<file path="src/rtl/lsu_pkg.sv">
// Shared types and size decode for the Avalon load/store unit.
package lsu_pkg;

  typedef enum logic [2:0] {
    OP_LB  = 3'd0,
    OP_LH  = 3'd1,
    OP_LW  = 3'd2,
    OP_LBU = 3'd3,
    OP_LHU = 3'd4,
    OP_SB  = 3'd5,
    OP_SH  = 3'd6,
    OP_SW  = 3'd7
  } lsu_op_t;

  typedef enum logic [1:0] {
    ST_IDLE,
    ST_ACC1,
    ST_ACC2,
    ST_RESP
  } lsu_state_t;

  localparam logic [2:0] SIZE_B = 3'd1;
  localparam logic [2:0] SIZE_H = 3'd2;
  localparam logic [2:0] SIZE_W = 3'd4;

  function automatic logic [2:0] op_size(input lsu_op_t op);
    case (op)
      OP_LB, OP_LBU, OP_SB: return SIZE_B;
      OP_LH, OP_LHU, OP_SH: return SIZE_H;
      default:              return SIZE_W;
    endcase
  endfunction

  function automatic logic op_is_store(input lsu_op_t op);
    return op inside {OP_SB, OP_SH, OP_SW};
  endfunction

  function automatic logic op_is_signed(input lsu_op_t op);
    return op inside {OP_LB, OP_LH};
  endfunction

  // True when an access of 'size' bytes starting at lane 'off' runs past the bus word.
  function automatic logic crosses(input logic [3:0] off, input logic [2:0] size, input int nb);
    return (int'(off) + int'(size)) > nb;
  endfunction

endpackage

</file>
<file path="src/rtl/lsu_lane_align.sv">
// Combinational lane mapping for one bus word of an access: byteenables,
// store-data lane placement, load-byte gathering, endian reorder and extension.
module lsu_lane_align
  import lsu_pkg::*;
#(
  parameter int NB         = 4,
  parameter int BIG_ENDIAN = 1
) (
  input  logic signed [4:0]    idx_base,   // (word base address) - (access address)
  input  logic [2:0]           size,
  input  logic                 sign_ext,
  input  logic                 extend_en,  // 0: return raw gathered bytes for a later merge
  input  logic [31:0]          wdata,
  input  logic [NB*8-1:0]      lane_rdata,
  input  logic [31:0]          part_in,
  output logic [NB-1:0]        byteenable,
  output logic [NB*8-1:0]      lane_wdata,
  output logic [31:0]          rdata
);

  int          k;
  int          sig;
  logic [31:0] merged;

  always_comb begin
    // NOTE: every signal written here gets a default first so no path leaves
    // it unassigned; otherwise synthesis infers a latch.
    byteenable = '0;
    lane_wdata = '0;
    merged     = part_in;
    rdata      = '0;
    k          = 0;
    sig        = 0;
    for (int l = 0; l < NB; l++) begin
      k = l + int'(idx_base);
      if (k >= 0 && k < int'(size)) begin
        // k is the byte's offset from the access address; sig is its significance in the value
        sig = (BIG_ENDIAN != 0) ? int'(size) - 1 - k : k;
        byteenable[l]         = 1'b1;
        lane_wdata[l*8 +: 8]  = wdata[sig*8 +: 8];
        merged[sig*8 +: 8]    = lane_rdata[l*8 +: 8];
      end
    end
    rdata = merged;
    if (extend_en) begin
      case (size)
        SIZE_B:  rdata = {{24{sign_ext & merged[7]}}, merged[7:0]};
        SIZE_H:  rdata = {{16{sign_ext & merged[15]}}, merged[15:0]};
        default: rdata = merged;
      endcase
    end
  end

endmodule

</file>
<file path="src/rtl/avalon_lsu.sv">
// Load/store unit with an Avalon-MM master port. Define LSU_UNALIGNED_SPLIT_EN
// to split word-crossing accesses into two bus cycles instead of erroring.
module avalon_lsu
  import lsu_pkg::*;
#(
  parameter int ADDR_W     = 32,
  parameter int DATA_W     = 32,
  parameter int BIG_ENDIAN = 1
) (
  input  logic                  clk,
  input  logic                  reset,
  input  logic                  req_valid,
  output logic                  req_ready,
  input  lsu_op_t               req_op,
  input  logic [ADDR_W-1:0]     req_addr,
  input  logic [31:0]           req_wdata,
  output logic                  rsp_valid,
  output logic [31:0]           rsp_rdata,
  output logic                  rsp_err,
  output logic [ADDR_W-1:0]     avm_address,
  output logic                  avm_read,
  output logic                  avm_write,
  output logic [DATA_W-1:0]     avm_writedata,
  output logic [DATA_W/8-1:0]   avm_byteenable,
  input  logic [DATA_W-1:0]     avm_readdata,
  input  logic                  avm_waitrequest
);

  localparam int NB    = DATA_W / 8;
  localparam int OFF_W = $clog2(NB);

  lsu_state_t        state_q, state_d;
  lsu_op_t           op_q;
  logic [ADDR_W-1:0] addr_q;
  logic [31:0]       wdata_q;

  logic [OFF_W-1:0]  off;
  logic [ADDR_W-1:0] base;
  logic [2:0]        size;
  logic              is_store;
  logic              is_signed;
  logic              split;
  logic              req_err;

  logic signed [4:0] idx0;
  logic [NB-1:0]     be0;
  logic [DATA_W-1:0] wd0;
  logic [31:0]       rd0;

  assign off       = addr_q[OFF_W-1:0];
  assign base      = {addr_q[ADDR_W-1:OFF_W], {OFF_W{1'b0}}};
  assign size      = op_size(op_q);
  assign is_store  = op_is_store(op_q);
  assign is_signed = op_is_signed(op_q);
  assign idx0      = -$signed(5'(off));

  lsu_lane_align #(.NB(NB), .BIG_ENDIAN(BIG_ENDIAN)) u_slot0 (
    .idx_base   (idx0),
    .size       (size),
    .sign_ext   (is_signed),
    .extend_en  (!split),
    .wdata      (wdata_q),
    .lane_rdata (avm_readdata),
    .part_in    (32'h0),
    .byteenable (be0),
    .lane_wdata (wd0),
    .rdata      (rd0)
  );

`ifdef LSU_UNALIGNED_SPLIT_EN
  logic signed [4:0] idx1;
  logic [NB-1:0]     be1;
  logic [DATA_W-1:0] wd1;
  logic [31:0]       rd1;
  logic [31:0]       part_q;

  assign split   = crosses(4'(off), size, NB);
  assign req_err = 1'b0;
  assign idx1    = $signed(5'(NB)) - $signed(5'(off));

  lsu_lane_align #(.NB(NB), .BIG_ENDIAN(BIG_ENDIAN)) u_slot1 (
    .idx_base   (idx1),
    .size       (size),
    .sign_ext   (is_signed),
    .extend_en  (1'b1),
    .wdata      (wdata_q),
    .lane_rdata (avm_readdata),
    .part_in    (part_q),
    .byteenable (be1),
    .lane_wdata (wd1),
    .rdata      (rd1)
  );

  // Bytes gathered from the first word of a split load, merged in ACC2.
  always_ff @(posedge clk or posedge reset) begin
    if (reset) begin
      part_q <= '0;
    end else if (state_q == ST_ACC1 && !avm_waitrequest && split) begin
      part_q <= rd0;
    end
  end
`else
  assign split   = 1'b0;
  assign req_err = crosses(4'(req_addr[OFF_W-1:0]), op_size(req_op), NB);
`endif

  always_ff @(posedge clk or posedge reset) begin
    // NOTE: sequential state uses non-blocking assignments so every register
    // samples the pre-edge value of every other register.
    if (reset) begin
      state_q <= ST_IDLE;
    end else begin
      state_q <= state_d;
    end
  end

  always_comb begin
    state_d        = state_q;
    req_ready      = 1'b0;
    rsp_valid      = 1'b0;
    avm_read       = 1'b0;
    avm_write      = 1'b0;
    avm_address    = '0;
    avm_writedata  = '0;
    avm_byteenable = '0;
    case (state_q)
      ST_IDLE: begin
        req_ready = 1'b1;
        if (req_valid) state_d = req_err ? ST_RESP : ST_ACC1;
      end
      ST_ACC1: begin
        avm_read       = !is_store;
        avm_write      = is_store;
        avm_address    = base;
        avm_writedata  = wd0;
        avm_byteenable = be0;
        if (!avm_waitrequest) state_d = split ? ST_ACC2 : ST_RESP;
      end
`ifdef LSU_UNALIGNED_SPLIT_EN
      ST_ACC2: begin
        avm_read       = !is_store;
        avm_write      = is_store;
        avm_address    = base + ADDR_W'(NB);
        avm_writedata  = wd1;
        avm_byteenable = be1;
        if (!avm_waitrequest) state_d = ST_RESP;
      end
`endif
      ST_RESP: begin
        rsp_valid = 1'b1;
        state_d   = ST_IDLE;
      end
      default: state_d = ST_IDLE;
    endcase
  end

  // Request capture and response formation; response fields read as zero outside RESP.
  always_ff @(posedge clk or posedge reset) begin
    if (reset) begin
      op_q      <= OP_LB;
      addr_q    <= '0;
      wdata_q   <= '0;
      rsp_rdata <= '0;
      rsp_err   <= 1'b0;
    end else begin
      case (state_q)
        ST_IDLE: begin
          if (req_valid) begin
            op_q      <= req_op;
            addr_q    <= req_addr;
            wdata_q   <= req_wdata;
            rsp_rdata <= '0;
            rsp_err   <= req_err;
          end
        end
        ST_ACC1: begin
          if (!avm_waitrequest && !split) rsp_rdata <= is_store ? '0 : rd0;
        end
`ifdef LSU_UNALIGNED_SPLIT_EN
        ST_ACC2: begin
          if (!avm_waitrequest) rsp_rdata <= is_store ? '0 : rd1;
        end
`endif
        ST_RESP: begin
          rsp_rdata <= '0;
          rsp_err   <= 1'b0;
        end
        default: ;
      endcase
    end
  end

endmodule
</file>
<file path="config.mk">
export PLATFORM = sky130hd
export DESIGN_NAME = avalon_lsu
export DESIGN_NICKNAME = d
export VERILOG_FILES = /design/src/rtl/lsu_pkg.sv /design/src/rtl/lsu_lane_align.sv /design/src/rtl/avalon_lsu.sv
export SDC_FILE = /design/constraint.sdc
export NUM_CORES = 1
export LEC_CHECK = 0
export ABC_AREA = 1
export CAP_MARGIN = 20
export CORE_AREA = 5 5 160 162
export DETAILED_ROUTE_END_ITERATION = 10
export DIE_AREA = 0 0 165 167
export DONT_BUFFER_PORTS = 1
export GPL_TIMING_DRIVEN = 0
export PLACE_DENSITY = 0.72
export REMOVE_ABC_BUFFERS = 1
export SYNTH_ARGS = -nofsm -noshare
export SYNTH_HDL_FRONTEND = slang
export SYNTH_HIERARCHICAL = 1
export SYNTH_SLANG_ARGS = --single-unit
</file>
<file path="constraint.sdc">
create_clock -name clk -period 10.77 [get_ports clk]
set_clock_uncertainty 0.05 [all_clocks]
set_input_delay 1.077 -clock clk [delete_from_list [all_inputs] [get_ports clk]]
set_output_delay 1.077 -clock clk [all_outputs]
set_load 0.02 [all_outputs]
</file>
==> results of run 1 <==
==> registers in the layout, indices dropped and copies added (netlist names) <==
| signal | count |
|---|---|
| addr_q | 32 |
| op_q | 3 |
| rsp_err | 1 |
| rsp_rdata | 32 |
| state_q | 2 |
| wdata_q | 32 |
==> worst max-delay path: cells and delay by family (launching register included) <==
family                     cells  cell delay [ns]
AOI/OAI and AO/OA              2             0.87
adders and majority gates      4             1.67
buffers and inverters          5             1.10
DFF                            1             0.41
and+or+nand+nor               18             2.91
==> synth_stat cells (all sizes together) <==
cell type,n,share of area (%)
inv,300,10
and2,1,0.056
xor2,10,0.86
or2,20,1.2
o21bai,1,0.068
dfrtp,102,23
a2111oi,1,0.079
nor4,10,0.56
buf,41,2.4
a21oi,35,1.7
o211ai,9,0.61
clkinv,3,0.10
nand2,496,18
ha,64,7.2
mux2i,24,2.2
nand4,59,3.3
clkbuf,30,1.0
a31oi,1,0.056
a22oi,1,0.068
o21ai,132,6.0
conb,2,0.068
nor3,11,0.59
a21o,2,0.14
nor2,198,7.3
xnor2,2,0.16
a31o,1,0.079
nand3b,6,0.44
nand3,191,11
a211oi,14,1.1
fa,5,0.90
==> path summary, 6_finish.rpt <==
check | from | endpoint | slack [ns]
max | op_q[1] | rsp_rdata[24] | 3.67
min | wdata_q[3] | wdata_q[3] | 0.44
max reg2reg | op_q[1] | rsp_rdata[24] | 3.67
min reg2reg | wdata_q[3] | wdata_q[3] | 0.44
max in group asynchronous | reset | addr_q[1] | 9.40
min in group asynchronous | reset | rsp_rdata[16] | 0.56
==> stage by stage <==
step	instances	worst slack, ns	hold WS (ns)	util [%]	instance area (um^2)
after floorplan	1735	3.79	0.399	-	10800
after global placement	2059	1.51	0.414	46.9	11200
after detailed placement	2066	3.69	0.416	47.7	11400
after CTS	2081	3.68	0.437	48.9	11700
after global routing	2081	3.14	0.447	48.9	11700
final	2081	3.67	0.436	48.9	11700
==> routing by layer <==
metal	wire length, um	track usage [%]
met1	13500	28.6
met2	14800	37.8
met3	2150	4.94
met4	716	6.29
met5	0	0
==> cell type report <==
| cell class | count | area share [%] |
|---|---|---|
| Multi-Input combinational cell | 1330 | 61.2 |
| Tap cell | 324 | 3.46 |
| Clock inverter | 6 | 0.449 |
| Sequential cell | 102 | 21.8 |
| Inverter | 303 | 9.75 |
| Clock buffer | 9 | 1.92 |
| Timing Repair Buffer | 7 | 1.45 |
==> cell families (layout without fill, tap and decap cells) <==
family | Yosys count | count (layout) | synth area share [%]
buffers and inverters | 374 | 325 | 13.7
XOR/XNOR | 12 | 12 | 1.02
AND/OR/NAND/NOR | 992 | 992 | 42.0
multiplexers | 24 | 24 | 2.17
flip-flops | 102 | 102 | 23.0
other | 2 | 36 | 0.0677
adder cells (fa/ha/maj) | 69 | 69 | 8.12
AO/OA/AOI/OAI | 197 | 197 | 9.94
==> results.cfg, run 1 <==
[floorplan]
dieArea_um2 = 27600
die_h_um = 167
die_x_um = 165
start_util_pct = 46.3
rows = 57
fp.coreArea_um2 = 24000
io_pins = 208

[global_route]
track_usage_pct = 22.4
antenna_found_initial = 0
grt_max_degree = 71
grt_overflow = 0
first_global_vias = 10358
grt_first_pass_wirelength_mm = 50.6

[critical_path]
rr_worst_depth = 29
end_kind = flip-flop
cpPeakStageDelay_ns = 0.77
startpoint_type = flip-flop
crit_arrival_ns = 7.33
crit_top_cell = nand3_1
critPathSlowestCell = o21ai_1
cp.required_ns = 11.00
path_max_fanout = 33
path_class = flip-flop to flip-flop

[run_status]
status = completed

[clock_tree]
cts_buffer_depth = 2
post_cts_buffers = 0
clock_latency_ns = 0.35
cts_resized = 0
hold_buffers = 0
cts_sinks = 102
htreeDepth = 3
cts_tree = done
clock-root-buffer = clkbuf_16
cts_made_buffers = 9
path_clk_slew_ns = 0.08

[worst_hold_path]
min_path_cells = 2
min_path_type = flip-flop to flip-flop

[cells_and_area]
final-seq-area_um2 = 2550
mostFrequentLayoutCells = 465 x nand2_1, 283 x inv_1, 187 x nor2_1
nets = 1925
final_common_cell = nand2_1
antenna_cells = 0
fill_cells = 2597
layout-drive-gt1-share_pct = 8.54
multiInputGateArea_um2 = 7160
areaGrowthSynthToFinish_pct = 5.62

[routing]
wire_per_inst_um = 15.0
num_vias = 10838
viasPerCell = 5.21
wl_mm = 31.2
drc = 0
detail-route-antenna-nets = 0
drt_first_pass_iters = 7
dr.first_iter.drc_count = 632

[yosys]
synth_seq_area_share_pct = 23.0
netlist_instances = 1772
synthDistinctLibCells = 56
synth_area_um2 = 11100
ys_ff_latch = 102
yosysWarnings = 6
synth_area_per_cell_um2 = 6.26

[sta]
post-route-period-util_pct = 65.9
finalHoldViolations = 0
max_freq_mhz = 141
tightest_slew_ns = 0.969
fin_crit_ns = 7.10
setup_violations = 0
slew_headroom_pct = 35.0
slew_violations = 0
tns_ns = 0
rsz0062_at_grt = false

[placement]
gp_congestion = 0.921
hpwl_mm = 24.7
io_buffers = 0

[job]
maxCapViolCount = 0
Power of run 1 is not shown: default switching activity piles up to over one toggle a cycle in this logic, so the estimate is an artifact.
==> run 2: changes to the inputs <==
clock period = 7.05 ns   (was 10.77 ns; I/O delays follow)
==> run 2 against run 1 <==
Net effect:
- sequential share of layout area about the same
- first-iteration DRC count increased by 1.7%
- flip-flop and latch count unchanged
- design area about the same
- register-to-register slack got worse by 3.1 ns
- routed wire length about the same
- critical path depth unchanged
- hold slack got worse by 0.25 ns
- global-route usage unchanged
- utilization about the same
- die area unchanged
- critical endpoint unchanged
- final cell count unchanged
==> results.cfg, run 2 (synthesis gave the netlist of run 1 again) <==
[floorplan]
rows = 57
dieArea_um2 = 27600
io_pins = 208
start_util_pct = 46.3
die_x_um = 165
fp.coreArea_um2 = 24000
die_h_um = 167

[cells_and_area]
layout-drive-gt1-share_pct = 8.65
mostFrequentLayoutCells = 465 x nand2_1, 282 x inv_1, 187 x nor2_1
areaGrowthSynthToFinish_pct = 5.69
largestRegisters = addr_q (32), rsp_rdata (32), wdata_q (32)
final_util_pct = 48.9
final_common_cell = nand2_1
antenna_cells = 0
multiInputGateArea_um2 = 7170
instances_no_fill = 2081
final-seq-area_um2 = 2550
nets = 1925
fill_cells = 2597

[clock_tree]
clock_latency_ns = 0.36
cts_tree = done
cts_made_buffers = 9
post_cts_buffers = 0
clock-root-buffer = clkbuf_16
cts_sinks = 102
htreeDepth = 3
hold_buffers = 0
path_clk_slew_ns = 0.08
cts_buffer_depth = 2

[routing]
wl_met1_mm = 13.5
wl_mm = 31.2
highest_layer = met4
detail-route-antenna-nets = 0
num_vias = 10856
dr.first_iter.drc_count = 643
met3_length_mm = 2.17
wire_per_inst_um = 15.0
drt_first_pass_iters = 5
viasPerCell = 5.22
wl_met2_mm = 14.8
drc = 0

[placement]
pre_cts_ws_ns = -0.0267
io_buffers = 0
hpwl_mm = 24.7
placed_cells = 2066
gp_congestion = 0.921

[global_route]
track_usage_pct = 22.4
grt_max_degree = 71
antenna_found_initial = 0
grt_overflow = 0
grt_first_pass_wirelength_mm = 50.6
first_global_vias = 10358

[critical_path]
critPathSlowestCell = fa_1
cpPeakStageDelay_ns = 0.56
crit_arrival_ns = 6.71
crit_top_cell = nand3_1
path_class = flip-flop to flip-flop
end_kind = flip-flop
startpoint_type = flip-flop
cp.required_ns = 7.28
path_max_fanout = 33

[sta]
finalHoldViolations = 0
slew_headroom_pct = 41.3
worst_slack_ns = 0.576
post-route-period-util_pct = 91.8
fin_crit_ns = 6.47
rsz0062_at_grt = false
tightest_slew_ns = 0.879
max_freq_mhz = 154
slew_violations = 0
setup_violations = 0

[run_status]
status = completed

[job]
maxCapViolCount = 0

[worst_hold_path]
min_path_type = input pin to asynchronous set/reset pin
-- run 2: layout make-up --
class	count	area share [%]
clock inverter	6	0.448
tap	324	3.46
inverter	303	9.78
clock buffer	9	1.92
timing repair buffer	7	1.45
multi-input combinational	1330	61.2
sequential	102	21.8
-- run 2: critical path, delay by kind of cell, from the launching register on --
kind	cells	cell delay, ns
simple gates	18	2.93
fa+ha+maj	4	1.62
buf+inv	5	0.79
compound gates	2	0.59
flops	1	0.41
-- run 2: timing repair --
action                                  4_1_cts  5_1_grt
endpoints found under the setup margin        1       19
cloned                                        0        0
pin swaps                                     0        0
gates resized for setup                       1        1
endpoints found under the hold margin         0        0
-- run 2: metal layers --
| metal | track usage, % | vias up |
|---|---|---|
| met5 | 0 | - |
| met4 | 6.29 | 0 |
| met3 | 4.94 | 49 |
| met2 | 37.8 | 290 |
| met1 | 28.6 | 4951 |
| li1 | - | 5566 |
-- run 2: through the flow --
| step | setup TNS [ns] | hold WS (ns) | instance area (um^2) |
|---|---|---|---|
| floorplan | 0 | 0.399 | 10800 |
| global placement | -62.56 | 0.414 | 11200 |
| detailed placement | -0.0267 | 0.416 | 11400 |
| CTS | 0 | 0.194 | 11700 |
| global route | 0 | 0.215 | 11700 |
| finish | 0 | 0.191 | 11700 |
-- run 2: final timing paths --
kind | startpoint | to | slack (ns) | depth (start not counted)
max in group asynchronous | reset | addr_q[1] | 6.06 | 2
hold / removal | reset | rsp_rdata[16] | 0.19 | 1
min in group clk | req_wdata[18] | wdata_q[18] | 0.40 | 2
hold reg to reg | wdata_q[3] | wdata_q[3] | 0.44 | 2
setup / recovery | op_q[1] | rsp_rdata[24] | 0.58 | 29
setup reg to reg | op_q[1] | rsp_rdata[24] | 0.58 | 29
Power of run 2 is left out for the same reason.
==> run 3: changes to the inputs <==
CAP_MARGIN = 30   (was 20)
==> run 3 against run 2 <==
Net effect:
- design area did not move
- register-to-register slack barely moved
- routed wire length did not move
- first-iteration DRC count did not move
- sequential share of layout area did not move
- global-route usage did not move
- critical path depth did not move
- hold slack did not move
- utilization did not move
- maximum frequency did not move
- setup slack did not move
- highest routed layer unchanged
==> results.cfg, run 3 (synthesis gave the netlist of run 1 again) <==
[run_status]
status = completed

[cells_and_area]
layout-drive-gt1-share_pct = 8.65
areaGrowthSynthToFinish_pct = 5.69
antenna_cells = 0
fill_cells = 2597
final_common_cell = nand2_1
final-seq-area_um2 = 2550
multiInputGateArea_um2 = 7170
largestRegisters = addr_q (32), rsp_rdata (32), wdata_q (32)
nets = 1925
stdcell_area_um2 = 11700
mostFrequentLayoutCells = 465 x nand2_1, 282 x inv_1, 187 x nor2_1

[floorplan]
start_util_pct = 46.3
die_h_um = 167
die_x_um = 165
dieArea_um2 = 27600
fp.coreArea_um2 = 24000
rows = 57
io_pins = 208

[routing]
drt_first_pass_iters = 5
highest_layer = met4
viasPerCell = 5.22
drc = 0
met3_length_mm = 2.17
dr.first_iter.drc_count = 643
wire_per_inst_um = 15.0
wl_met2_mm = 14.8
num_vias = 10856
wl_mm = 31.2
wl_met1_mm = 13.5
detail-route-antenna-nets = 0

[sta]
slew_violations = 0
tightest_slew_ns = 0.879
finalHoldViolations = 0
slew_headroom_pct = 41.3
max_freq_mhz = 154
worst_slack_ns = 0.576
post-route-period-util_pct = 91.8
rsz0062_at_grt = false
fin_crit_ns = 6.47
setup_violations = 0

[global_route]
antenna_found_initial = 0
grt_max_degree = 71
grt_first_pass_wirelength_mm = 50.6
grt_overflow = 0
track_usage_pct = 22.4
first_global_vias = 10358

[critical_path]
crit_top_cell = nand3_1
r2r_start = op_q[1]
cpPeakStageDelay_ns = 0.56
end_kind = flip-flop
path_class = flip-flop to flip-flop
crit_arrival_ns = 6.71
path_max_fanout = 33
cp.required_ns = 7.28
critPathSlowestCell = fa_1
regToRegSetupSlack_ns = 0.58
rr_worst_depth = 29
startpoint_type = flip-flop
r2r-end = rsp_rdata[24]

[clock_tree]
hold_buffers = 0
cts_sinks = 102
clock_latency_ns = 0.36
cts_buffer_depth = 2
htreeDepth = 3
cts_made_buffers = 9
post_cts_buffers = 0
clock-root-buffer = clkbuf_16
path_clk_slew_ns = 0.08
cts_tree = done

[job]
maxCapViolCount = 0

[worst_hold_path]
min_path_type = input pin to asynchronous set/reset pin

[placement]
hpwl_mm = 24.7
gp_congestion = 0.921
pre_cts_ws_ns = -0.0267
placed_cell_area_um2 = 11400
io_buffers = 0
## run 3: cell counts in the layout (fill, tap and decap cells not counted)
Identical to the previous run, type by type.
## run 3: area by class of cell
class / instances / area share, %
multi-input combinational: 1330 / 61.2
timing repair buffer: 7 / 1.45
tap: 324 / 3.46
clock inverter: 6 / 0.448
inverter: 303 / 9.78
sequential: 102 / 21.8
clock buffer: 9 / 1.92
## run 3: worst max path at each step
stage          startpoint             to  cells after the start
6_report          op_q[1]  rsp_rdata[24]                     29
5_1_grt         addr_q[0]  rsp_rdata[31]                     23
4_1_cts           op_q[1]  rsp_rdata[24]                     29
3_5_place_dp      op_q[1]  rsp_rdata[24]                     29
3_3_place_gp      op_q[1]  rsp_rdata[24]                     27
2_1_floorplan     op_q[1]  rsp_rdata[24]                     27
## run 3: timing repair
item                       CTS  global route
pin swaps                    0             0
cloned                       0             0
resized for setup            1             1
setup endpoints to repair    1            19
## run 3: worst max-delay path: cells and delay by family, from the launching register on
family,cells,cell delay (ns)
AOI/OAI and AO/OA,2,0.59
adders and majority gates,4,1.62
DFF,1,0.41
buffers and inverters,5,0.79
and+or+nand+nor,18,2.93
## run 3: layer usage
layer,up-vias,GRT usage (%)
met2,290,37.8
met4,0,6.29
met5,-,0
met1,4951,28.6
li1,5566,-
met3,49,4.94
## run 3: metrics by stage
step | utilization (%) | instances | hold slack [ns] | TNS, ns
6_report | 48.9 | 2081 | 0.191 | 0
5_1_grt | 48.9 | 2081 | 0.215 | 0
4_1_cts | 48.9 | 2081 | 0.194 | 0
3_5_place_dp | 47.7 | 2066 | 0.416 | -0.0267
3_3_place_gp | 46.9 | 2059 | 0.414 | -62.56
2_1_floorplan | - | 1735 | 0.399 | 0
Power of run 3 is left out for the same reason.
